### src/rtl/spi_trng_master_tx_if.sv
// Handshake and SPI pin bundle for spi_trng_master_tx.
// slave = the transmitter block, master = the system-side user.
interface spi_trng_master_tx_if #(
  parameter int DATA_WIDTH = 96
);
  logic                  tx_valid;
  logic [DATA_WIDTH-1:0] tx_data;
  logic                  tx_ready;
  logic                  busy;
  logic                  start;
  logic                  ss_n;
  logic                  sclk;
  logic                  mosi;
  logic                  tx_finish;

  modport master (
    output tx_valid,
    output tx_data,
    input  tx_ready,
    input  busy,
    input  start,
    input  ss_n,
    input  sclk,
    input  mosi,
    input  tx_finish
  );

  modport slave (
    input  tx_valid,
    input  tx_data,
    output tx_ready,
    output busy,
    output start,
    output ss_n,
    output sclk,
    output mosi,
    output tx_finish
  );
endinterface

### src/rtl/spi_trng_master_tx.sv
// SPI mode-0 frame transmitter feeding the TRNG-side SPI receiver.
// Define SPI_TRNG_TX_MSB_FIRST_EN for MSB-first bit order (default LSB-first).
module spi_trng_master_tx #(
  parameter int DATA_WIDTH = 96,
  parameter int CLK_DIV    = 4,
  parameter int CNT_W      = 7
) (
  input logic                 clk,
  input logic                 rst_n,
  spi_trng_master_tx_if.slave bus
);

  localparam int DIV_W = $clog2(CLK_DIV);
  localparam logic [DIV_W-1:0] DIV_LAST = DIV_W'(CLK_DIV - 1);
  localparam logic [CNT_W-1:0] CNT_LAST = CNT_W'(DATA_WIDTH - 1);

  typedef enum logic [2:0] {
    S_IDLE,
    S_START,
    S_LOW,
    S_HIGH,
    S_TAIL,
    S_DONE
  } state_e;

  state_e                state_q;
  logic [DATA_WIDTH-1:0] shift_q;
  logic [DATA_WIDTH-1:0] shift_d;
  logic [CNT_W-1:0]      cnt_q;
  logic [DIV_W-1:0]      div_q;
  logic                  start_q;
  logic                  ss_n_q;
  logic                  sclk_q;
  logic                  mosi_q;
  logic                  busy_q;
  logic                  fin_q;
  logic                  div_end;
  logic                  first_bit;
  logic                  next_bit;

  // Shift direction and the bit that goes out next, per bit order.
  always_comb begin
    div_end = (div_q == DIV_LAST);
`ifdef SPI_TRNG_TX_MSB_FIRST_EN
    shift_d   = {shift_q[DATA_WIDTH-2:0], 1'b0};
    next_bit  = shift_q[DATA_WIDTH-2];
    first_bit = bus.tx_data[DATA_WIDTH-1];
`else
    shift_d   = {1'b0, shift_q[DATA_WIDTH-1:1]};
    next_bit  = shift_q[1];
    first_bit = bus.tx_data[0];
`endif
  end

  // Frame sequencer; every pin is a register so the receiver sees clean edges.
  always_ff @(posedge clk) begin
    if (!rst_n) begin
      state_q <= S_IDLE;
      shift_q <= '0;
      cnt_q   <= '0;
      div_q   <= '0;
      start_q <= 1'b0;
      ss_n_q  <= 1'b1;
      sclk_q  <= 1'b0;
      mosi_q  <= 1'b0;
      busy_q  <= 1'b0;
      fin_q   <= 1'b0;
    end else begin
      start_q <= 1'b0;
      fin_q   <= 1'b0;
      unique case (state_q)
        S_IDLE: begin
          if (bus.tx_valid) begin
            shift_q <= bus.tx_data;
            mosi_q  <= first_bit;
            start_q <= 1'b1;
            ss_n_q  <= 1'b0;
            busy_q  <= 1'b1;
            div_q   <= '0;
            state_q <= S_START;
          end
        end
        S_START: begin
          div_q   <= '0;
          state_q <= S_LOW;
        end
        S_LOW: begin
          if (div_end) begin
            div_q   <= '0;
            sclk_q  <= 1'b1;
            state_q <= S_HIGH;
          end else begin
            div_q <= div_q + 1'b1;
          end
        end
        S_HIGH: begin
          if (div_end) begin
            div_q  <= '0;
            sclk_q <= 1'b0;
            if (cnt_q == CNT_LAST) begin
              state_q <= S_TAIL;
            end else begin
              cnt_q   <= cnt_q + 1'b1;
              shift_q <= shift_d;
              mosi_q  <= next_bit;
              state_q <= S_LOW;
            end
          end else begin
            div_q <= div_q + 1'b1;
          end
        end
        S_TAIL: begin
          if (div_end) begin
            div_q   <= '0;
            ss_n_q  <= 1'b1;
            fin_q   <= 1'b1;
            mosi_q  <= 1'b0;
            cnt_q   <= '0;
            shift_q <= '0;
            state_q <= S_DONE;
          end else begin
            div_q <= div_q + 1'b1;
          end
        end
        S_DONE: begin
          busy_q  <= 1'b0;
          state_q <= S_IDLE;
        end
        default: begin
          state_q <= S_IDLE;
        end
      endcase
    end
  end

  assign bus.tx_ready  = (state_q == S_IDLE);
  assign bus.busy      = busy_q;
  assign bus.start     = start_q;
  assign bus.ss_n      = ss_n_q;
  assign bus.sclk      = sclk_q;
  assign bus.mosi      = mosi_q;
  assign bus.tx_finish = fin_q;

endmodule

### src/flat_wrapper.sv
// flat-port wrapper written by rule: the top's interface ports become plain ports
module spi_trng_master_tx_flat 
#(
  parameter int DATA_WIDTH = 96,
  parameter int CLK_DIV    = 4,
  parameter int CNT_W      = 7
)
  (clk, rst_n, bus_tx_valid, bus_tx_data, bus_tx_ready, bus_busy, bus_start, bus_ss_n, bus_sclk, bus_mosi, bus_tx_finish);
  spi_trng_master_tx_if #(.DATA_WIDTH(DATA_WIDTH)) bus_i ();
  input logic clk;
  input logic rst_n;
  input wire logic [$bits(bus_i.tx_valid)-1:0] bus_tx_valid;
  input wire logic [$bits(bus_i.tx_data)-1:0] bus_tx_data;
  output wire logic [$bits(bus_i.tx_ready)-1:0] bus_tx_ready;
  output wire logic [$bits(bus_i.busy)-1:0] bus_busy;
  output wire logic [$bits(bus_i.start)-1:0] bus_start;
  output wire logic [$bits(bus_i.ss_n)-1:0] bus_ss_n;
  output wire logic [$bits(bus_i.sclk)-1:0] bus_sclk;
  output wire logic [$bits(bus_i.mosi)-1:0] bus_mosi;
  output wire logic [$bits(bus_i.tx_finish)-1:0] bus_tx_finish;
  assign bus_i.tx_valid = bus_tx_valid;
  assign bus_i.tx_data = bus_tx_data;
  assign bus_tx_ready = bus_i.tx_ready;
  assign bus_busy = bus_i.busy;
  assign bus_start = bus_i.start;
  assign bus_ss_n = bus_i.ss_n;
  assign bus_sclk = bus_i.sclk;
  assign bus_mosi = bus_i.mosi;
  assign bus_tx_finish = bus_i.tx_finish;
  spi_trng_master_tx #(.DATA_WIDTH(DATA_WIDTH), .CLK_DIV(CLK_DIV), .CNT_W(CNT_W)) u_core (.clk(clk), .rst_n(rst_n), .bus(bus_i));
endmodule
### config.mk
export PLATFORM = sky130hd
export DESIGN_NAME = spi_trng_master_tx_flat
export DESIGN_NICKNAME = d
export VERILOG_FILES = /design/src/rtl/spi_trng_master_tx_if.sv /design/src/rtl/spi_trng_master_tx.sv /design/src/flat_wrapper.sv
export SDC_FILE = /design/constraint.sdc
export NUM_CORES = 1
export LEC_CHECK = 0
export BUFFER_PORTS_ARGS = -buffer_cell sky130_fd_sc_hd__buf_4
export CORE_ASPECT_RATIO = 0.5
export CORE_MARGIN = 4
export CORE_UTILIZATION = 57
export DETAILED_ROUTE_END_ITERATION = 10
export PLACE_DENSITY = 0.77
export SYNTH_ARGS = -nofsm -noshare
export SYNTH_HDL_FRONTEND = slang
export SYNTH_SLANG_ARGS = --single-unit
export TNS_END_PERCENT = 20
### constraint.sdc
create_clock -name clk -period 2.15 [get_ports clk]
set_input_delay 0.1075 -clock clk [delete_from_list [all_inputs] [get_ports clk]]
set_output_delay 0.1075 -clock clk [all_outputs]
set_load 0.05 [all_outputs]
# --- Word-level counts from Yosys, hierarchy flattened ---
# Index checks and enable logic that the tools add are counted.
word_totals:
  regBits: 114
  latchBits: 0
  mem_bits_rw: 0
  mem_bits_ro: 0
  inputBits: 99
  out_inout_bits: 7
  elab_cells: 72
  mem_count: 0
op_classes:
  addsub: 2
  mul: 0
  div: 0
  magnitude_cmp: 0
  n_eq_ne: 12
  n_shift: 0
  muxes: 31
  bitwise_logic: 0
  n_reduce_logical: 17
ops:
  columns: ["op", "n"]
  rows:
  - ["$mux 96", 4]
  - ["$pmux 96 s3", 1]
  - ["$mux 7", 3]
  - ["$mux 3", 5]
  - ["$pmux 3 s5", 1]
  - ["$pmux 7 s2", 1]
  - ["$mux 1", 9]
  - ["$reduce_and 2->1", 4]
  - ["$reduce_and 4->1", 2]
  - ["$reduce_bool 2->1", 4]
  - ["$add 7x1->7 const B", 1]
  - ["$eq 7x7->1 const B", 1]
  - ["$eq 3x2->1 const B", 2]
  - ["$eq 3x3->1 const B", 2]
  - ["$ne 2x1->1 const B", 3]
  - ["$pmux 1 s2", 3]
  - ["$pmux 2 s3", 1]
  - ["$reduce_and 3->1", 2]
  - ["$reduce_bool 3->1", 2]
  - ["$reduce_and 5->1", 1]
  - ["$mux 2", 2]
  - ["$ne 2x2->1 const B", 2]
  - ["$eq 3x1->1 const B", 1]
  - ["$logic_not 3->1", 1]
  - ["other kinds (4)", 4]

# --- Logic depth before layout (Yosys ltp) ---
logic_depth:
  word_depth: 4
  ltp_mapped: 8
  mapped_depth_nobuf: 5

# --- Worst setup path before layout ---
# No wires, ideal clock.
synth_path:
  kind: "flip-flop to flip-flop"
  startpoint: "register u_core.div_q[0]"
  endpoint: "register u_core.shift_q[27]"
  setup_ns: 0.067
  arrival_ns: 1.615
  t_required_ns: 2.083
  path_slack_ns: 0.468
  stages_incl_launch_ff: 9
  n_path_buf: 3
  period_less_slack_ns: 1.682
  path_cell_list: "dfxtp_1 > ha_1 > buf_2 > mux2i_1 > nor2_4 > or2_4 > buf_6 > buf_8 > o21ai_2"
synth_via:
  elab_chain_cells: 3
  elab_cells_between_ends: 4
  classes_between: "eq/ne (3); reduce/logical (1)"
synth_lines:
  columns: ["element", "line_no", "source"]
  rows:
  - ["start, declared", "spi_trng_master_tx.sv:30", "logic [DIV_W-1:0] div_q;"]
  - ["start signal, assigned", "spi_trng_master_tx.sv:93", "div_q <= div_q + 1'b1;"]
  - ["start signal, assigned", "spi_trng_master_tx.sv:109", "div_q <= div_q + 1'b1;"]
  - ["start signal, assigned", "spi_trng_master_tx.sv:122", "div_q <= div_q + 1'b1;"]
  - ["$eq 2x2->1 *", "spi_trng_master_tx.sv:43", "div_end = (div_q == DIV_LAST);"]
  - ["named net u_core.div_end", "spi_trng_master_tx.sv:37", "logic div_end;"]
  - ["$ne 2x1->1 (no source line)", null, null]
  - ["$reduce_and 5->1 (no source line) *", null, null]
  - ["end signal, assigned", "spi_trng_master_tx.sv:74", "shift_q <= bus.tx_data;"]
  - ["end signal, assigned", "spi_trng_master_tx.sv:104", "shift_q <= shift_d;"]
  - ["end, declared", "spi_trng_master_tx.sv:27", "logic [DATA_WIDTH-1:0] shift_q;"]
# Mark *: on every way through the listed nets, which the timed path passes. The rest lies on a longest branch.
# A chain may end at the register's enable or synchronous reset.

# --- Worst setup path in the final report ---
layout_path:
  startpoint: "register u_core.cnt_q[0]"
  endpoint: "register u_core.shift_q[1]"
layout_via:
  elab_chain_cells: 3
layout_lines:
  columns: ["element", "line_no", "source"]
  rows:
  - ["start, declared", "spi_trng_master_tx.sv:29", "logic [CNT_W-1:0] cnt_q;"]
  - ["start signal, assigned", "spi_trng_master_tx.sv:103", "cnt_q <= cnt_q + 1'b1;"]
  - ["$eq 7x7->1", "spi_trng_master_tx.sv:100", "if (cnt_q == CNT_LAST) begin"]
  - ["$ne 2x2->1 (no source line)", null, null]
  - ["$reduce_and 5->1 (no source line)", null, null]
# Every way passes these cells.

==> impl_metrics.tcl <==
set metrics [dict create \
    status "completed" \
    route.vias.total 7170 \
    cts_tree "yes" \
    peakVddDrop_uv 595.6 \
    final_area_mm2 0.008338 \
    yosysTopAreaCellShare_pct 33.70 \
    ios 106 \
    finalSetupViolCount 0 \
    num-nets-final 1062 \
    place_ws_ns -0.06821 \
    die_y_um 84.74 \
    setup_slack_ns 0.08901 \
    crit_fanout 37 \
    crit_path_end_kind "flip-flop" \
    r2r-start "u_core.cnt_q[0]" \
    yosysUniqueCellTypes 48 \
    diodes 0 \
    fmax_mhz 485.2 \
    timing.final.crit_share_pct 95.86 \
    hold_depth 3 \
    synthArstFlopShare_pct 0 \
    synth-main-ff-cell "dfxtp_1" \
    num_rows 27 \
    postRouteAntennaNets 0 \
    drive_above_1_share_pct 19.40 \
    synth_fp_nets 1002 \
    portBuffers 105 \
    grt_usage_pct 27.22 \
    postCtsSetupRepairBufs 0 \
    max_slew_margin_pct 44.05 \
    antenna_found_initial 1 \
    clock-root-buffer "clkbuf_16" \
    synthToLayoutAreaGrowth_pct 24.21 \
    min_path_type "in -> reg" \
    cp.arrival_ns 2.39 \
    max_cap_viol_count 0 \
    n_fill_cell 872 \
    drc 0 \
    worstPathRequired_ns 2.47 \
    p_leak_nw 2.868 \
    min_from "bus_tx_data[5]" \
    yosysWarnings 0 \
    cts_made_buffers 17 \
    core_mm2 0.01125 \
    clk_transition_reported_paths_ns 0.06 \
    start_util_pct 59.67 \
    avgSynthCellArea_um2 7.450 \
    drtPass1Iterations 6 \
    synth_area_leaders "dfxtp_1 (34%), a221oi_1 (9.3%), o211ai_1 (7.9%), o21ai_0 (7.7%), a21oi_1 (7.5%)" \
    period_needed_ns 2.061 \
    hold_violations 0 \
    grt_max_degree 173 \
    routedWlPerCell_um 17.12 \
    htreeDepth 4 \
    setup_tns_ns 0 \
    critical_path.startpoint_type "flip-flop" \
    place_area_mm2 0.007412 \
    slew_violations 0 \
    insertion_delay_ns 0.42 \
    clock_sinks 113 \
    power_density_mw_per_mm2 772.4 \
    overflow 0 \
    rrSetupSlack_ns 0.09 \
    drt_iter0_drc 855 \
    clock-skew-final_ns 0.009004 \
    grt_pass1_vias 6343 \
    seq_area_frac_synth_pct 33.70 \
    syn_inst 901 \
    synth_edf_count 0 \
    rr_endpoint "u_core.shift_q[1]" \
    syn-cell-area_mm2 0.006713 \
    die_w_um 161.5 \
    yosys.area.top_type "dfxtp_1" \
    total_power_w 0.006440 \
    routed_wl_mm 19.40 \
    hold-path-endpoint "u_core.shift_q[5]" \
    die_area_mm2 0.01368 \
    grt_pass1_wl_mm 31.42 \
    synth_seq_cells 113 \
    worst_r2r_path_depth 7 \
    place.gp.congestion 0.7896 \
    holdWs_ns 0.01772 \
    cts_buffer_depth 2 \
    critPathKind "reg -> reg" \
    dpl.hpwl_mm 9.885 \
    vias_per_cell 6.328 \
    tightest_slew_ns 0.8392 \
]
[per-layer routing]
layer	GRT usage, %	wire length [um]
met1	37.51	8717
met3	6.964	1392
met2	42.48	9037
met5	0	11
met4	7.585	240
[worst max-delay path by stage]
stage                               start                  to  slack [ns]
after global routing      u_core.cnt_q[0]   u_core.shift_q[1]       -0.01
after global placement    u_core.cnt_q[0]  u_core.shift_q[47]        0.02
after CTS                 u_core.div_q[0]  u_core.shift_q[95]        0.10
after floorplan           u_core.div_q[0]  u_core.shift_q[27]        0.47
after detailed placement  u_core.cnt_q[0]  u_core.shift_q[56]       -0.07
final                     u_core.cnt_q[0]   u_core.shift_q[1]        0.09
[layout make-up]
type                    count  area, um2  area share [%]
multi-input cells         673       3902           46.80
flip-flops and latches    113       2273           27.27
repair buffers            152       1321           15.85
clock buffers              19      442.9           5.312
well taps                 159      198.9           2.386
clock inverters            13      183.9           2.206
inverters                   4      15.01          0.1801
[kinds of logic (layout without fill, tap and decap cells)]
| family | Yosys count | in the layout | synth area share, % |
|---|---|---|---|
| AOI/OAI and AO/OA | 426 | 426 | 41.88 |
| adders and majority gates | 2 | 2 | 0.3727 |
| buffers and inverters | 116 | 188 | 8.313 |
| muxes | 2 | 2 | 0.2982 |
| xor gates and xnor gates | 1 | 1 | 0.1305 |
| DFF | 113 | 113 | 33.70 |
| and+or+nand+nor | 241 | 242 | 15.30 |
[synth_stat cells (3+ instances only)]
cell type / number
a31oi_1: 5
nand4b_1: 4
nand3_1: 5
a221oi_1: 71
o2bb2ai_1: 27
dfxtp_1: 113
clkbuf_1: 58
nor2_1: 130
o211ai_1: 71
buf_6: 4
and2_1: 3
buf_4: 8
a21oi_1: 100
o21ai_2: 20
o21ai_1: 18
nand2_1: 80
nand2b_1: 3
buf_2: 28
o21ai_0: 103
clkbuf_2: 4
buf_1: 8
inv_1: 4
[where the power goes]
| part | switching (W) | internal [W] | total (W) |
|---|---|---|---|
| clock network | 0.00106 | 0.00197 | 0.00303 |
| registers | 0.0000953 | 0.00226 | 0.00235 |
| logic | 0.000617 | 0.000445 | 0.00106 |
[critical path: stages (launching register included)]
cell	delay [ns]
dfxtp_1	0.35
ha_1	0.27
and4b_2	0.27
a21oi_4	0.28
clkbuf_16	0.31
a21oi_4	0.09
buf_12	0.19
o2bb2ai_1	0.20
[through the flow]
stage | cells | util, %
after floorplan | 901 | -
after global placement | 1072 | 65.89
after detailed placement | 1072 | 65.89
after CTS | 1132 | 73.94
after global routing | 1133 | 74.12
final | 1133 | 74.12
[registers in the layout, summed over array words and instances, names as in the netlist]
signal and count:
u_core.bus.busy 1, u_core.bus.ss_n 1, u_core.bus.sclk 1, u_core.cnt_q 7, u_core.bus.tx_finish 1, u_core.state_q 3, u_core.bus.start 1, u_core.shift_q 96
u_core.div_q 2
[cells in the final DEF (no fill, tap or decap), types with 2 or more instances in the layout]
master / instances
o21ai_2: 20
a211oi_1: 2
inv_1: 4
buf_4: 115
clkinv_2: 2
a21oi_1: 100
a31oi_1: 5
nand3b_1: 2
a21oi_4: 2
a311oi_1: 2
buf_12: 7
a221oi_1: 71
o21ai_1: 18
nand2b_1: 3
bufinv_16: 4
mux2i_1: 2
nand4b_1: 4
ha_1: 2
nand2_1: 80
nand3_1: 5
or2_4: 2
buf_6: 2
nor4_1: 2
and2_1: 2
clkbuf_16: 18
nor2_1: 130
dlygate4sd3_1: 27
o211ai_1: 71
clkinvlp_4: 4
dfxtp_4: 3
dfxtp_1: 110
o2bb2ai_1: 27
o21ai_0: 103
[what timing repair did]
action / CTS / global route
resized for setup: 1 / 2
cloned: 1 / 1
endpoints found under the hold margin: 27 / 0
hold buffers: 27 / 0
endpoints found under the setup margin: 31 / 12
pin swaps: 1 / 0
No activity file was read; power rests on OpenSTA's default activity.
